===== src/rtl/s1488_state_reg.sv =====
// Purpose : s1488 state register (v7..v12) with a serial scan path and a capture counter.
// Latency : capture is 1 edge; a scan shift takes NSTATE edges plus one DONE cycle carrying scan_ack.
// Backpr. : none; scan_req and cap_en are ignored while busy, and scan_req beats cap_en in IDLE.
//
// Ports:
//   CK, CLR        clock (rising edge) and asynchronous active-low reset
//   ns_in          next-state bits from the cones, ns_in[0] -> v7 ... ns_in[5] -> v12
//   cap_en         functional capture enable
//   scan_req       one-cycle pulse that starts a serial shift of NSTATE bits
//   scan_in        serial input, enters at the top bit (v12)
//   v7..v12        registered state bits, state[0..5]
//   scan_out       serial output = state[0] (v7)
//   busy           high while shifting or in the acknowledge cycle
//   scan_ack       one-cycle pulse after the last shift
//   cap_cnt        count of captures since reset; wraps
module s1488_state_reg #(
    parameter int                 NSTATE  = 6,
    parameter logic [NSTATE-1:0]  CLR_VAL = '0,
    parameter int                 CNT_W   = 8
) (
    input  logic              CK,
    input  logic              CLR,
    input  logic [NSTATE-1:0] ns_in,
    input  logic              cap_en,
    input  logic              scan_req,
    input  logic              scan_in,
    output logic              v7,
    output logic              v8,
    output logic              v9,
    output logic              v10,
    output logic              v11,
    output logic              v12,
    output logic              scan_out,
    output logic              busy,
    output logic              scan_ack,
    output logic [CNT_W-1:0]  cap_cnt
);

    // Shift counter only needs to reach NSTATE-1.
    localparam int SC_W = (NSTATE > 1) ? $clog2(NSTATE) : 1;
    localparam logic [SC_W-1:0] LAST_SHIFT = SC_W'(NSTATE - 1);

    typedef enum logic [1:0] {
        IDLE  = 2'd0,
        SHIFT = 2'd1,
        DONE  = 2'd2
    } fsm_e;

    fsm_e              fsm_q,       fsm_d;
    logic [NSTATE-1:0] state_q,     state_d;
    logic [SC_W-1:0]   shift_cnt_q, shift_cnt_d;
    logic [CNT_W-1:0]  cap_cnt_q,   cap_cnt_d;

    always_ff @(posedge CK or negedge CLR) begin
        if (!CLR) begin
            fsm_q       <= IDLE;
            state_q     <= CLR_VAL;
            shift_cnt_q <= '0;
            cap_cnt_q   <= '0;
        end else begin
            fsm_q       <= fsm_d;
            state_q     <= state_d;
            shift_cnt_q <= shift_cnt_d;
            cap_cnt_q   <= cap_cnt_d;
        end
    end

    always_comb begin
        fsm_d       = fsm_q;
        state_d     = state_q;
        shift_cnt_d = shift_cnt_q;
        cap_cnt_d   = cap_cnt_q;
        unique case (fsm_q)
            IDLE: begin
                // A scan request wins over a simultaneous functional capture.
                if (scan_req) begin
                    fsm_d       = SHIFT;
                    shift_cnt_d = '0;
                end else if (cap_en) begin
                    state_d   = ns_in;
                    cap_cnt_d = cap_cnt_q + CNT_W'(1);
                end
            end
            SHIFT: begin
                // Shift toward bit 0 so the old v7 appears first on scan_out.
                state_d     = {scan_in, state_q[NSTATE-1:1]};
                shift_cnt_d = shift_cnt_q + SC_W'(1);
                if (shift_cnt_q == LAST_SHIFT) begin
                    fsm_d = DONE;
                end
            end
            DONE: begin
                fsm_d = IDLE;
            end
            default: begin
                fsm_d = IDLE;
            end
        endcase
    end

    // All outputs come straight from flops or decode of the FSM register.
    assign busy     = (fsm_q != IDLE);
    assign scan_ack = (fsm_q == DONE);
    assign scan_out = state_q[0];
    assign cap_cnt  = cap_cnt_q;

    // The v7..v12 names fix this block at six state bits.
    assign v7  = state_q[0];
    assign v8  = state_q[1];
    assign v9  = state_q[2];
    assign v10 = state_q[3];
    assign v11 = state_q[4];
    assign v12 = state_q[5];

endmodule


===== config.mk =====
export PLATFORM = sky130hd
export DESIGN_NAME = s1488_state_reg
export DESIGN_NICKNAME = d
export VERILOG_FILES = /design/src/rtl/s1488_state_reg.sv
export SDC_FILE = /design/constraint.sdc
export NUM_CORES = 1
export LEC_CHECK = 0
export BUFFER_PORTS_ARGS = -buffer_cell sky130_fd_sc_hd__clkbuf_2
export CAP_MARGIN = 20
export CELL_PAD_IN_SITES_DETAIL_PLACEMENT = 1
export CELL_PAD_IN_SITES_GLOBAL_PLACEMENT = 2
export CORE_MARGIN = 3
export CORE_UTILIZATION = 27
export DETAILED_ROUTE_END_ITERATION = 10
export HOLD_SLACK_MARGIN = 0.03
export PLACE_DENSITY_LB_ADDON = 0.1
export SYNTH_ARGS = -nofsm -noshare
export SYNTH_HDL_FRONTEND = slang
export SYNTH_SLANG_ARGS = --single-unit

===== constraint.sdc =====
create_clock -name CK -period 1.55 [get_ports CK]
set_input_delay 0.0775 -clock CK [delete_from_list [all_inputs] [get_ports CK]]
set_output_delay 0.0775 -clock CK [all_outputs]
set_load 0.01 [all_outputs]

## Word level (Yosys, flattened, before mapping)

Index checks and enable logic that the tools add are counted.

- Bits in registers: 19
- Output and inout port bits: 17
- Bits of input ports: 11
- Logic and storage cells: 29

- Multiplexer cells: 8
- $add $sub $neg: 2
- Eq/ne operators: 7
- Bitwise logic cells: 1
- Reductions and logical operators: 7

Operator list:

| cell | count |
|---|---|
| two-way mux 6 bit | 2 |
| case mux 6 bit (2 select lines) | 1 |
| adder 8 x 1 -> 8 bit, second input constant | 1 |
| != test 2 bit, second input constant | 4 |
| case mux 3 bit (2 select lines) | 1 |
| AND reduction 3 bit | 2 |
| two-way mux 2 bit | 2 |
| case mux 2 bit (2 select lines) | 1 |
| AND reduction 2 bit | 2 |
| nonzero test 2 bit | 2 |
| adder 3 x 1 -> 3 bit, second input constant | 1 |
| == test 3 bit, second input constant | 1 |
| two-way mux 3 bit | 1 |
| == test 2 x 1 -> 1 bit, second input constant | 1 |
| == test 2 bit, second input constant | 1 |
| logical NOT 2 bit | 1 |
| inverter 1 bit | 1 |

## Longest topological paths before layout

- Word-level depth: 3
- Gate-level depth with buffers: 5

## Worst setup path before layout

OpenSTA, ideal clock, no wires.

- Kind: register to register
- Start: register fsm_q[0]
- End: register cap_cnt_q[6] (netlist: cap_cnt[6])
- Library setup time: 0.079 ns
- Cell stages (with the launch flop): 6
- Buffers on the path: 2
- Data arrival time: 1.491 ns
- Slack: -0.020 ns
- Cell sequence: dfrtp_1 -> buf_6 -> or4b_4 -> buf_6 -> nor3_4 -> xor2_1

- Word-level cells in the longest chain between the ends: 2

RTL lines:

| what | line | source |
|---|---|---|
| start, declared | 49 | `fsm_e fsm_q, fsm_d;` |
| start signal, assigned | 61 | `fsm_q <= fsm_d;` |
| logical NOT 2 bit | 73 | `unique case (fsm_q)` |
| AND reduction 3 bit (no line) | n/a |  |
| end signal, assigned | 64 | `cap_cnt_q <= cap_cnt_d;` |
| end, declared | 52 | `logic [CNT_W-1:0] cap_cnt_q, cap_cnt_d;` |

No other way between the ends.
A chain may end at the register's enable or synchronous reset.

## Worst setup path in the final report

- Start: register fsm_q[0]
- End: register state_q[5]

- Word-level cells in the longest chain between the ends: 3
- Elaborated cells on any way between the ends: 7
- Classes of those cells: 3 x eq/ne; 1 x mux; 3 x reduce/logical

RTL lines:

| what | line | source |
|---|---|---|
| == test 2 x 1 -> 1 bit / logical NOT 2 bit (equally long branches) | 73 |  |
| nonzero test 2 bit (no line) / != test 2 bit (equally long branches) | n/a |  |
| AND reduction 3 bit (no line) | n/a |  |
| end signal, assigned | 62 | `state_q <= state_d;` |
| end, declared | 50 | `logic [NSTATE-1:0] state_q, state_d;` |

Several ways; a longest one is shown, not always the timed one.

==> metrics.md <==
| Metric | Value |
|---|---|
| Register bit count reported by yosys | `19` |
| Worst-path clk slew | `0.12 ns` |
| Tot GR Track Use | `0.1109` |
| Worst Hold Class | `in -> reg` |
| Combinational Power Share | `0.416` |
| Die X | `roughly 64 microns` |
| DRT Pass-1 Iters | `2` |
| Synth warnings | `0` |
| Fmax | `about 680 MHz` |
| Largest net degree at the start of global routing | `20` |
| Max_slew headroom | `0.6473` |
| Syn Inst Count | `87` |
| Worst Clk Skew | `approximately 0.01 ns` |
| PwrDens | `1538 nW/um^2` |
| Worst path depth | `4` |
| Cell area after synthesis | `between 900 and 1000 sq um` |
| Root buffer cell | `clkbuf_4` |
| GRT overflow | `0` |
| Port bufs | `27` |
| Final nets | `about 140` |
| Routed Antenna Nets | `0` |
| Ant diodes | `0` |
| Worst Hold Path Cells | `4` |
| Routed Wire Length | `between 2000 and 2500 microns` |
| Routability cong. | `0.7515` |
| CP Data Arrival Time | `1.62 ns` |
| First-pass GRT wire length | `between 3000 and 4000 microns` |
| Most common cell after layout, fill and taps aside | `clkbuf_2` |
| Depth of the most critical reg-to-reg path | `4` |
| Die height | `between 60 and 70 microns` |
| Flop pwr share | `0.449` |
| Internal power | `between 1000 and 1500 uW` |
| Final setup margin | `around 0.084 ns` |
| DRC Markers | `0` |
| Via density per instance | `4.398` |
| Status | `finished, final reports clean` |
| Max Cap Viol | `0` |
| Most frequent cells in the layout | `clkbuf_2, nand2_1, dfrtp_1` |
| Critical Path Start Type | `register` |
| Max VDD drop | `about 0.47 mV` |
| Delay-heaviest family, CP | `simple AND/OR/NAND/NOR gates` |
| Initial drt markers | `15` |
| Crit path required time | `~1.7 ns` |
| Clock Tree Buf Depth | `2` |
| Initial antenna violation count | `0` |
| Core ar. | `3153 sq um` |
| Num CTS Buffers | `3` |
| Critical path fanouts, max | `8` |
| Hold Vio Cnt, Final | `0` |
| Post-CTS setup buffers | `0` |
| Tcrit/Tclk final | `0.9460` |
| Initial Utilization | `0.2905` |
| Setup Viol. Count Final | `0` |
| Register area share after synthesis | `0.5191` |
| Psw | `about 760 uW` |
| CTS tree | `done` |
| Clock power share | `0.136` |
| Slew Limit Fails | `0` |
| Slew @ Worst Pin | `0.5290 ns` |
| Via count | `752` |
| Mapped Avg Cell Area | `about 11 sq um` |
| Worst skew pair latency | `0.30 ns` |
| Critical path class | `reg -> reg` |
| Worst reg-to-reg setup slack | `roughly 0.084 ns` |
| Clock period minus worst slack | `around 1.5 ns` |
| Die area | `a little over 4000 sq um` |
| RSZ-0062 raised after global routing | `no` |
| Fillcell total | `between 300 and 400` |
| Number of global-route vias before repair | `~760` |
| CTS sink count | `19` |
| Placement Rows | `20` |
| Place WS | `0.05712 ns` |
| Ports | `28` |
| HPWL Detailed | `about 1500 microns` |
| Htree depth | `1` |
| TNS Setup | `0 ns` |
| CP bufs+invs | `1` |
| Power Total | `roughly 1900 uW` |
| Leak Pwr | `just over 0.0006 uW` |
| Netlist cell types | `25` |
| Worst-path cell chain | `or4b_4, buf_4, nand2_1, a31oi_1` |
| Slowest stage cell, crit path | `or4b_4` |
| Area Growth Syn to Fin | `34.43%` |
| Net Count, Synth | `~100` |
| Share of layout cells above drive strength 1 | `0.3543` |
| Wire length per cell | `roughly 12 microns` |
| Switching Fraction | `0.3993` |
| Worst path max stage delay | `0.59 ns` |
| Crit path capture type | `register` |
-- power groups by stage --
stage	Clock, uW	Sequential (uW)	Combinational, uW
5_1_grt	287	882	900
3_5_place_dp	0	862	788
3_3_place_gp	0	853	772
2_1_floorplan	0	890	471
6_report	257	849	787
4_1_cts	271	853	803
-- state kept, by name (all words and copies together) (netlist names) --
| name | count |
|---|---|
| state_q | 6 |
| shift_cnt_q | 3 |
| cap_cnt | 8 |
| fsm_q | 2 |
-- repair_timing --
action,4_1_cts,5_1_grt
hold endpoints to repair,25,0
resized for setup,0,2
setup endpoints to repair,0,2
hold buffers,8,0
-- worst paths after layout --
kind / start / endpoint
min in group asynchronous: CLR / cap_cnt[6]
worst max-delay path: fsm_q[0] / state_q[5]
worst max register to register: fsm_q[0] / state_q[5]
worst min-delay path: scan_req / cap_cnt[4]
max in group asynchronous: CLR / fsm_q[1]
worst min register to register: cap_cnt[7] / cap_cnt[7]
-- per-layer routing --
| metal | wire (microns) | vias up | global-route usage |
|---|---|---|---|
| met2 | 874 | 21 | 0.1714 |
| met5 | 0 | - | 0 |
| li1 | - | 372 | - |
| met4 | 13 | 0 | 0.03166 |
| met1 | 1072 | 357 | 0.1558 |
| met3 | 119 | 2 | 0.02285 |
-- cell usage after synthesis --
library cell  instances  share of area
nand4_1               1         0.0068
nor4b_4               1          0.026
dfrtp_1              19           0.52
clkbuf_1              1         0.0041
or2_2                 1         0.0068
nor2_1                9          0.037
nand2b_1              1         0.0068
xor2_1                4          0.038
nor3_1                1         0.0055
or4b_4                1          0.015
and2b_2               1         0.0096
xnor2_1               3          0.029
nor4_2                1          0.014
nand2_1              21          0.086
buf_6                 2          0.025
ha_1                  3          0.041
inv_1                 1         0.0041
nor3_4                1          0.018
o21bai_1              1         0.0082
a31oi_1               7          0.048
mux2_2                1          0.012
buf_4                 1         0.0082
o21ai_0               2          0.011
nand3_1               2          0.011
a22o_2                1          0.011
-- kinds of logic after synthesis --
family | share of synthesized area
AND/OR/NAND/NOR | 0.2418
flip-flops | 0.5191
AO/OA/AOI/OAI | 0.07787
XOR/XNOR | 0.06694
buffers and inverters | 0.04098
adder cells (fa/ha/maj) | 0.04099
multiplexers | 0.01229
-- per-stage QoR --
step / util / std cells / hold slack, ns / instance area, sq um
global route: 0.3905 / 171 / 0.1807 / 1231
detailed placement: 0.3520 / 159 / 0.07270 / 1110
global placement: 0.3520 / 159 / 0.07795 / 1110
floorplan: - / 87 / -0.2181 / 915.9
finish: 0.3905 / 171 / 0.1662 / 1231
CTS: 0.3861 / 171 / 0.1635 / 1217
-- area by class of cell --
| type | count | area, sq um | area share |
|---|---|---|---|
| clock buffers | 3 | 22.52 | 0.01829 |
| clock inverters | 1 | 5.005 | 0.004065 |
| inverters | 1 | 3.754 | 0.003049 |
| multi-input cells | 63 | 416.7 | 0.3384 |
| flip-flops and latches | 19 | 475.5 | 0.3862 |
| well taps | 44 | 55.05 | 0.04472 |
| repair buffers | 40 | 252.7 | 0.2053 |
-- worst register-to-register path, stage by stage, from the launching register on --
cell,delay [ns]
dfrtp_1,0.40
or4b_4,0.59
buf_4,0.21
nand2_1,0.07
a31oi_1,0.07
(Power assumes the default switching activity.)
